--- config.mk ---
export PLATFORM = sky130hd
export DESIGN_NAME = adrv9001_axis_tx_pattern
export DESIGN_NICKNAME = d
export VERILOG_FILES = /design/src/rtl/adrv9001_tx_pattern_pkg.sv /design/src/rtl/adrv9001_prbs15.sv /design/src/rtl/adrv9001_axis_tx_pattern.sv
export SDC_FILE = /design/constraint.sdc
export NUM_CORES = 1
export LEC_CHECK = 0
export BUFFER_PORTS_ARGS = -buffer_cell sky130_fd_sc_hd__buf_2
export CAP_MARGIN = 5
export CORE_MARGIN = 1
export CORE_UTILIZATION = 35
export DETAILED_ROUTE_END_ITERATION = 8
export SYNTH_ARGS = -nofsm -noshare
export SYNTH_HDL_FRONTEND = slang
export SYNTH_SLANG_ARGS = --single-unit
export TNS_END_PERCENT = 30
--- constraint.sdc ---
create_clock -name clk -period 9.6 [get_ports clk]
set_clock_uncertainty 0.1 [all_clocks]
set_input_delay 0.48 -clock clk [delete_from_list [all_inputs] [get_ports clk]]
set_output_delay 0.48 -clock clk [all_outputs]
set_load 0.01 [all_outputs]
--- src/rtl/adrv9001_tx_pattern_pkg.sv ---
// Shared definitions for the ADRV9001 TX AXI-Stream pattern source:
// FSM state encodings, pattern mode codes and the PN15 generator constants.
package adrv9001_tx_pattern_pkg;

    typedef enum logic [1:0] {
        ST_IDLE     = 2'd0,
        ST_EN_WAIT  = 2'd1,
        ST_STREAM   = 2'd2,
        ST_DIS_WAIT = 2'd3
    } tx_state_e;

    typedef enum logic [1:0] {
        MODE_RAMP   = 2'd0,
        MODE_CONST  = 2'd1,
        MODE_TOGGLE = 2'd2,
        MODE_PN15   = 2'd3
    } tx_mode_e;

    // x^15 + x^14 + 1, left-shifting; feedback taps are state bits 14 and 13
    localparam logic [14:0] PN15_SEED   = 15'h7FFF;
    localparam int unsigned PN15_TAP_HI = 32'd14;
    localparam int unsigned PN15_TAP_LO = 32'd13;

    // One left-shift step of the PN15 register
    function automatic logic [14:0] pn15_next(input logic [14:0] s);
        return {s[13:0], s[PN15_TAP_HI] ^ s[PN15_TAP_LO]};
    endfunction

    // Sample word for a PN15 state: I = {0,s}, Q = ~I
    function automatic logic [31:0] pn15_word(input logic [14:0] s);
        logic [15:0] i_word;
        i_word = {1'b0, s};
        return {i_word, ~i_word};
    endfunction

endpackage

--- src/rtl/adrv9001_prbs15.sv ---
// PN15 state register for the TX pattern source. Reloads the seed on reset
// or on a seed strobe and steps once per advance strobe.
module adrv9001_prbs15
    import adrv9001_tx_pattern_pkg::*;
(
    input  logic        clk,
    input  logic        rst,
    input  logic        seed_i,
    input  logic        advance_i,
    output logic [14:0] state_o
);

    logic [14:0] state_q;

    // LFSR state: seed on reset/seed strobe, shift on advance, else hold
    always_ff @(posedge clk) begin
        if (rst) begin
            state_q <= PN15_SEED;
        end else if (seed_i) begin
            state_q <= PN15_SEED;
        end else if (advance_i) begin
            state_q <= pn15_next(state_q);
        end else begin
            state_q <= state_q;
        end
    end

    assign state_o = state_q;

endmodule

--- src/rtl/adrv9001_axis_tx_pattern.sv ---
// ADRV9001 TX AXI-Stream test-pattern source. Frames each burst with
// adrv9001_enable: a lead-in of max(enable_cnt,1) cycles, the data beats,
// then a tail of max(disable_cnt,1) cycles before returning to idle.
// Optional feature macro: ADRV9001_TX_PATTERN_PN15_EN (mode 3 = PN15;
// when undefined no LFSR is built and mode 3 produces the ramp).
module adrv9001_axis_tx_pattern
    import adrv9001_tx_pattern_pkg::*;
#(
    parameter int CNT_WIDTH = 16,
    parameter int RAMP_STEP = 1
) (
    input  logic                 clk,
    input  logic                 rst,
    input  logic                 pl_en,
    input  logic [1:0]           mode,
    input  logic [31:0]          const_data,
    input  logic [CNT_WIDTH-1:0] burst_len,
    input  logic [CNT_WIDTH-1:0] enable_cnt,
    input  logic [CNT_WIDTH-1:0] disable_cnt,
    output logic [31:0]          m_axis_tdata,
    output logic                 m_axis_tvalid,
    input  logic                 m_axis_tready,
    output logic                 adrv9001_enable,
    output logic                 busy,
    output logic                 done,
    output logic [CNT_WIDTH-1:0] sample_cnt
);

    localparam logic [CNT_WIDTH-1:0] CNT_ZERO = {CNT_WIDTH{1'b0}};
    localparam logic [CNT_WIDTH-1:0] CNT_ONE  = {{(CNT_WIDTH-1){1'b0}}, 1'b1};
    localparam logic [15:0]          RAMP_INC = 16'(RAMP_STEP);

    // Lead/tail counters count down to zero, so a programmed 0 behaves as 1
    function automatic logic [CNT_WIDTH-1:0] wait_load(input logic [CNT_WIDTH-1:0] c);
        return (c == CNT_ZERO) ? CNT_ZERO : (c - CNT_ONE);
    endfunction

    tx_state_e              state_q;
    tx_mode_e               mode_q;
    logic [31:0]            const_q;
    logic [CNT_WIDTH-1:0]   burst_q;
    logic [CNT_WIDTH-1:0]   dis_q;
    logic [CNT_WIDTH-1:0]   wait_q;
    logic [CNT_WIDTH-1:0]   sample_cnt_q;
    logic [15:0]            ramp_q;
    logic                   tog_q;
    logic [31:0]            tdata_q;
    logic                   tvalid_q;
    logic                   enable_q;
    logic                   busy_q;
    logic                   done_q;

    logic [15:0]            ramp_d;
    logic                   tog_d;
    logic [31:0]            head_d;
    logic [31:0]            beat_d;
    logic [CNT_WIDTH-1:0]   sample_cnt_d;
    logic                   beat_acc_s;
    logic                   last_beat_s;
    logic                   start_s;

`ifdef ADRV9001_TX_PATTERN_PN15_EN
    logic [14:0]            pn_s;
    logic [14:0]            pn_d;

    adrv9001_prbs15 u_prbs15 (
        .clk       (clk),
        .rst       (rst),
        .seed_i    (start_s),
        .advance_i (beat_acc_s),
        .state_o   (pn_s)
    );

    // Next PN state, used to preload the beat that follows an acceptance
    always_comb begin
        pn_d = pn15_next(pn_s);
    end
`endif

    // Handshake, start and burst-termination decodes
    always_comb begin
        start_s      = (state_q == ST_IDLE) & pl_en;
        beat_acc_s   = tvalid_q & m_axis_tready;
        sample_cnt_d = sample_cnt_q + CNT_ONE;
        if (burst_q != CNT_ZERO) begin
            last_beat_s = (sample_cnt_d == burst_q);
        end else begin
            last_beat_s = 1'b0;
        end
    end

    // First beat of a burst, built from the freshly cleared generator state
    always_comb begin
        head_d = {ramp_q, 16'h0000 - ramp_q};
        case (mode_q)
            MODE_CONST:  head_d = const_q;
            MODE_TOGGLE: head_d = tog_q ? ~const_q : const_q;
`ifdef ADRV9001_TX_PATTERN_PN15_EN
            MODE_PN15:   head_d = pn15_word(pn_s);
`endif
            default:     head_d = {ramp_q, 16'h0000 - ramp_q};
        endcase
    end

    // Beat that replaces the current one once it is accepted
    always_comb begin
        ramp_d = ramp_q + RAMP_INC;
        tog_d  = ~tog_q;
        beat_d = {ramp_d, 16'h0000 - ramp_d};
        case (mode_q)
            MODE_CONST:  beat_d = const_q;
            MODE_TOGGLE: beat_d = tog_d ? ~const_q : const_q;
`ifdef ADRV9001_TX_PATTERN_PN15_EN
            MODE_PN15:   beat_d = pn15_word(pn_d);
`endif
            default:     beat_d = {ramp_d, 16'h0000 - ramp_d};
        endcase
    end

    // Burst sequencer with registered stream, enable and status outputs
    always_ff @(posedge clk) begin
        if (rst) begin
            state_q      <= ST_IDLE;
            mode_q       <= MODE_RAMP;
            const_q      <= 32'h0000_0000;
            burst_q      <= CNT_ZERO;
            dis_q        <= CNT_ZERO;
            wait_q       <= CNT_ZERO;
            sample_cnt_q <= CNT_ZERO;
            ramp_q       <= 16'h0000;
            tog_q        <= 1'b0;
            tdata_q      <= 32'h0000_0000;
            tvalid_q     <= 1'b0;
            enable_q     <= 1'b0;
            busy_q       <= 1'b0;
            done_q       <= 1'b0;
        end else begin
            done_q <= 1'b0;
            case (state_q)
                ST_IDLE: begin
                    if (pl_en) begin
                        state_q      <= ST_EN_WAIT;
                        mode_q       <= tx_mode_e'(mode);
                        const_q      <= const_data;
                        burst_q      <= burst_len;
                        dis_q        <= disable_cnt;
                        wait_q       <= wait_load(enable_cnt);
                        sample_cnt_q <= CNT_ZERO;
                        ramp_q       <= 16'h0000;
                        tog_q        <= 1'b0;
                        enable_q     <= 1'b1;
                        busy_q       <= 1'b1;
                    end
                end
                ST_EN_WAIT: begin
                    if (wait_q == CNT_ZERO) begin
                        state_q  <= ST_STREAM;
                        tvalid_q <= 1'b1;
                        tdata_q  <= head_d;
                    end else begin
                        wait_q <= wait_q - CNT_ONE;
                    end
                end
                ST_STREAM: begin
                    // A presented beat is never withdrawn: pl_en is only
                    // honoured on the edge that accepts the pending beat.
                    if (beat_acc_s) begin
                        sample_cnt_q <= sample_cnt_d;
                        ramp_q       <= ramp_d;
                        tog_q        <= tog_d;
                        if (last_beat_s || !pl_en) begin
                            state_q  <= ST_DIS_WAIT;
                            tvalid_q <= 1'b0;
                            wait_q   <= wait_load(dis_q);
                        end else begin
                            tdata_q <= beat_d;
                        end
                    end
                end
                ST_DIS_WAIT: begin
                    if (wait_q == CNT_ZERO) begin
                        state_q  <= ST_IDLE;
                        enable_q <= 1'b0;
                        busy_q   <= 1'b0;
                        done_q   <= 1'b1;
                    end else begin
                        wait_q <= wait_q - CNT_ONE;
                    end
                end
                default: begin
                    state_q  <= ST_IDLE;
                    tvalid_q <= 1'b0;
                    enable_q <= 1'b0;
                    busy_q   <= 1'b0;
                end
            endcase
        end
    end

    assign m_axis_tdata    = tdata_q;
    assign m_axis_tvalid   = tvalid_q;
    assign adrv9001_enable = enable_q;
    assign busy            = busy_q;
    assign done            = done_q;
    assign sample_cnt      = sample_cnt_q;

endmodule

==> results.md <==
* Status: finished, final reports clean
* Warnings, synthesis at 0
* Yosys top cell area share at between 30% and 40%
* Initial antenna violation count at 1
* Design Power at 0.00271 W
* CP endpoint kind: register
* Setup TNS at 0 ns
* Final WS setup at 5.78 ns
* Min Tclk post-route at 3.82 ns
* Largest area contributor in the synthesized netlist: dfxtp_1
* Rel. slew slack at between 10% and 20%
* Routed WL at 29.0 mm
* Hold Violations, Final at 0
* Peak VDD IR at 0.130 mV
* PortBufs at 137
* Final HPWL DP at 20.8 mm
* Clock transition at path regs at about 0.080 ns
* Switch Pwr at roughly 0.0011 W
* Post-DR wirelength/cell at 16.4 um
* Combinational cell fraction of total power at 42.5%
* Top FF cell, synth: dfxtp_1
* Clk buf depth at 2
* Post-CTS setup buffers at 0
* Crit share post-route at 39.8%
* Leak at 4.47 nW
* Residual DRC at 0
* Clock sinks at 152
* Post-synth EDFFs at 0
* Placed Cells at 1734
* R2R setup slack at 5.78 ns
* Max-cap viol count at 0
* TritonCTS Buffers at 17
* Max stage delay on crit path at 0.78 ns
* Sequential share of the synthesized area at 31.0%
* First-pass GRT wire length at approximately 46 mm
* Row count at 60
* Post-DRT Antenna Nets at 0
* CTS root buf: clkbuf_16
* Pre-CTS WS at between 5 and 6 ns
* Post-CTS Resized at 0
* CP Max Fanout at 16
* Unique masters post-synth at 66
* Total core area at 0.0273 mm^2
* Die area at ~0.029 mm^2
* WP buf/inv at 0
* Seq pwr share at a little under a third
* FMAX at 0.262 GHz
* Final setup vio count at 0
* Register bit count reported by yosys at 152
* Largest net degree at the start of global routing at 84
* Die height at 169 um
* CTS tree: done
* Post-Syn Nets at 1422
* Layout fillers at 2823
* Grt total ovfl at 0
* Gpl congestion at 0.897
* Chip width at 169 um
* CP max stage cell: or3_1
* H-tree depth at 4
* Cell count after synthesis at 1321
* Avg Cell Area, Syn at 7.42 um^2
* Fin Hold WS at 0.167 ns
* Mapped cell area at 0.00981 mm^2
* Drt pass-1 iters at 6
* Via Count at 9621
* Layout area overhead at 14.9%
* Cell family with most CP delay: simple AND/OR/NAND/NOR gates
* Sw frac at 41.6%
* Layout Cells excl Fill at 1767
* PwrDens at 240 mW/mm^2
* Pins over their slew limit at 0
* Final #Nets at 1482
* Clk pwr share at a little over a quarter
* Starting Density at between 30% and 40%
* Internal Power at roughly 0.0016 W
* RSZ-0062 raised after global routing: no
* Startpoint types: register
* Critical path type: register to register
* Req. time, crit path at 9.82 ns
* Arrival time at the worst endpoint at 4.05 ns
* # hold bufs at CTS at 0
* Number of global-route vias before repair at 8713
* I/O pin total at 138
* Asr flop ratio synth at 0%
* Vias/cell at 5.44
* Initial drt markers at 657
* Class of the worst hold path: input pin to register
* Total Routing Usage GR at 20.3%
* Share of cells above drive strength 1 at 15.0%
* Dominant cells by area after synthesis: dfxtp_1 (31%), nand2_1 (9.7%), a21oi_1 (6.2%), xnor2_1 (5.1%), nor2_1 (4.2%)
* Worst slew pin tran at 1.26 ns
* Critical-path cell list: ha_1 > and4_1 > nand3_1 > a211o_1 > a2111oi_4 > a41oi_2 > or3_1 > mux2_2
* Clock Latency Late Sink at 0.44 ns
==> layer usage <==
| metal | part of all wire, % | global-route usage, % | vias to the layer above |
|---|---|---|---|
| li1 | - | - | 4805 |
| met1 | 47 | 27.6 | 4500 |
| met2 | 45 | 31.8 | 272 |
| met3 | 5.6 | 3.73 | 44 |
| met4 | 2.4 | 7.76 | 0 |
| met5 | 0 | 0 | - |
==> area by class of cell <==
type                            instances  area, um^2  share of cell area, %
Inverter                               28         105                  0.933
Antenna cell                            1        2.50                 0.0222
Sequential cell                       152        3040                   27.0
Tap cell                              372         465                   4.13
Multi-Input combinational cell       1035        6270                   55.6
Timing Repair Buffer                  147         763                   6.77
Clock buffer                           17         425                   3.77
Clock inverter                         15         200                   1.78
==> logic make-up after synthesis <==
group           after synthesis  synth area share (%)
fa+ha+maj                    15                  1.91
xor+xnor                     95                  8.48
flops                       152                  31.0
compound gates              324                  21.2
buf+inv                     134                  5.43
mux                          48                  6.11
simple gates                553                  25.8
==> path summary, 6_finish.rpt <==
| kind | start | endpoint | cells past startpoint |
|---|---|---|---|
| worst max-delay path | sample_cnt[0]$_SDFFE_PP0P_ | wait_q[15]$_SDFFE_PP0P_ | 8 |
| worst min-delay path | const_data[20] | const_q[20]$_SDFFE_PP0P_ | 3 |
| worst max register to register | sample_cnt[0]$_SDFFE_PP0P_ | wait_q[15]$_SDFFE_PP0P_ | 8 |
| worst min register to register | m_axis_tdata[25]$_SDFFE_PP0P_ | m_axis_tdata[25]$_SDFFE_PP0P_ | 2 |
==> worst reg2reg max path, stage by stage, from the launching register on <==
cell and delay, ns:
dfxtp_1 0.48, ha_1 0.29, and4_1 0.36, nand3_1 0.17
a211o_1 0.35, a2111oi_4 0.42, a41oi_2 0.39, or3_1 0.78
mux2_2 0.38
==> registers in the layout, indices dropped and copies added, names as in the netlist, 2 cells and up <==
name          cells
wait_q           16
m_axis_tdata     32
const_q          32
state_q           2
mode_q            2
ramp_q           16
sample_cnt       16
dis_q            16
burst_q          16
==> power groups by stage <==
stage               clock [W]  sequential [W]  combinational (W)
finish               0.000730        0.000827            0.00115
detailed placement          0        0.000841            0.00115
CTS                  0.000744        0.000827            0.00115
floorplan                   0        0.000821           0.000865
global route         0.000775        0.000841            0.00127
global placement            0        0.000839            0.00114
==> cell usage in the layout (no fill, tap or decap), types with 11 or more instances in the layout <==
| cell type | n |
|---|---|
| a211oi_1 | 35 |
| a21oi_1 | 122 |
| a22oi_1 | 13 |
| buf_2 | 136 |
| buf_4 | 11 |
| clkbuf_16 | 17 |
| dfxtp_1 | 152 |
| ha_1 | 14 |
| inv_1 | 27 |
| mux2i_1 | 34 |
| nand2_1 | 253 |
| nand2b_1 | 11 |
| nand3_1 | 29 |
| nand4_1 | 17 |
| nor2_1 | 109 |
| nor3_1 | 35 |
| nor4_1 | 27 |
| o21ai_0 | 48 |
| o22ai_1 | 14 |
| o31ai_1 | 12 |
| or3_1 | 14 |
| xnor2_1 | 57 |
| xor2_1 | 38 |
==> through the flow <==
stage / utilization, % / area, um^2
floorplan: - / 9810
global placement: 39.1 / 10600
detailed placement: 39.1 / 10600
CTS: 41.3 / 11300
global route: 41.4 / 11300
finish: 41.4 / 11300
==> cell usage after synthesis (15+ instances only) <==
cell type    n
nor2_1     109
nand4_1     17
a211oi_1    35
dfxtp_1    152
clkbuf_1    84
mux2i_1     34
nor3_1      36
inv_1       27
nand3_1     29
xnor2_1     57
o21ai_0     48
nand2_1    254
xor2_1      38
ha_1        15
a21oi_1    122
nor4_1      27
Power figures use the tool's default switching activity.
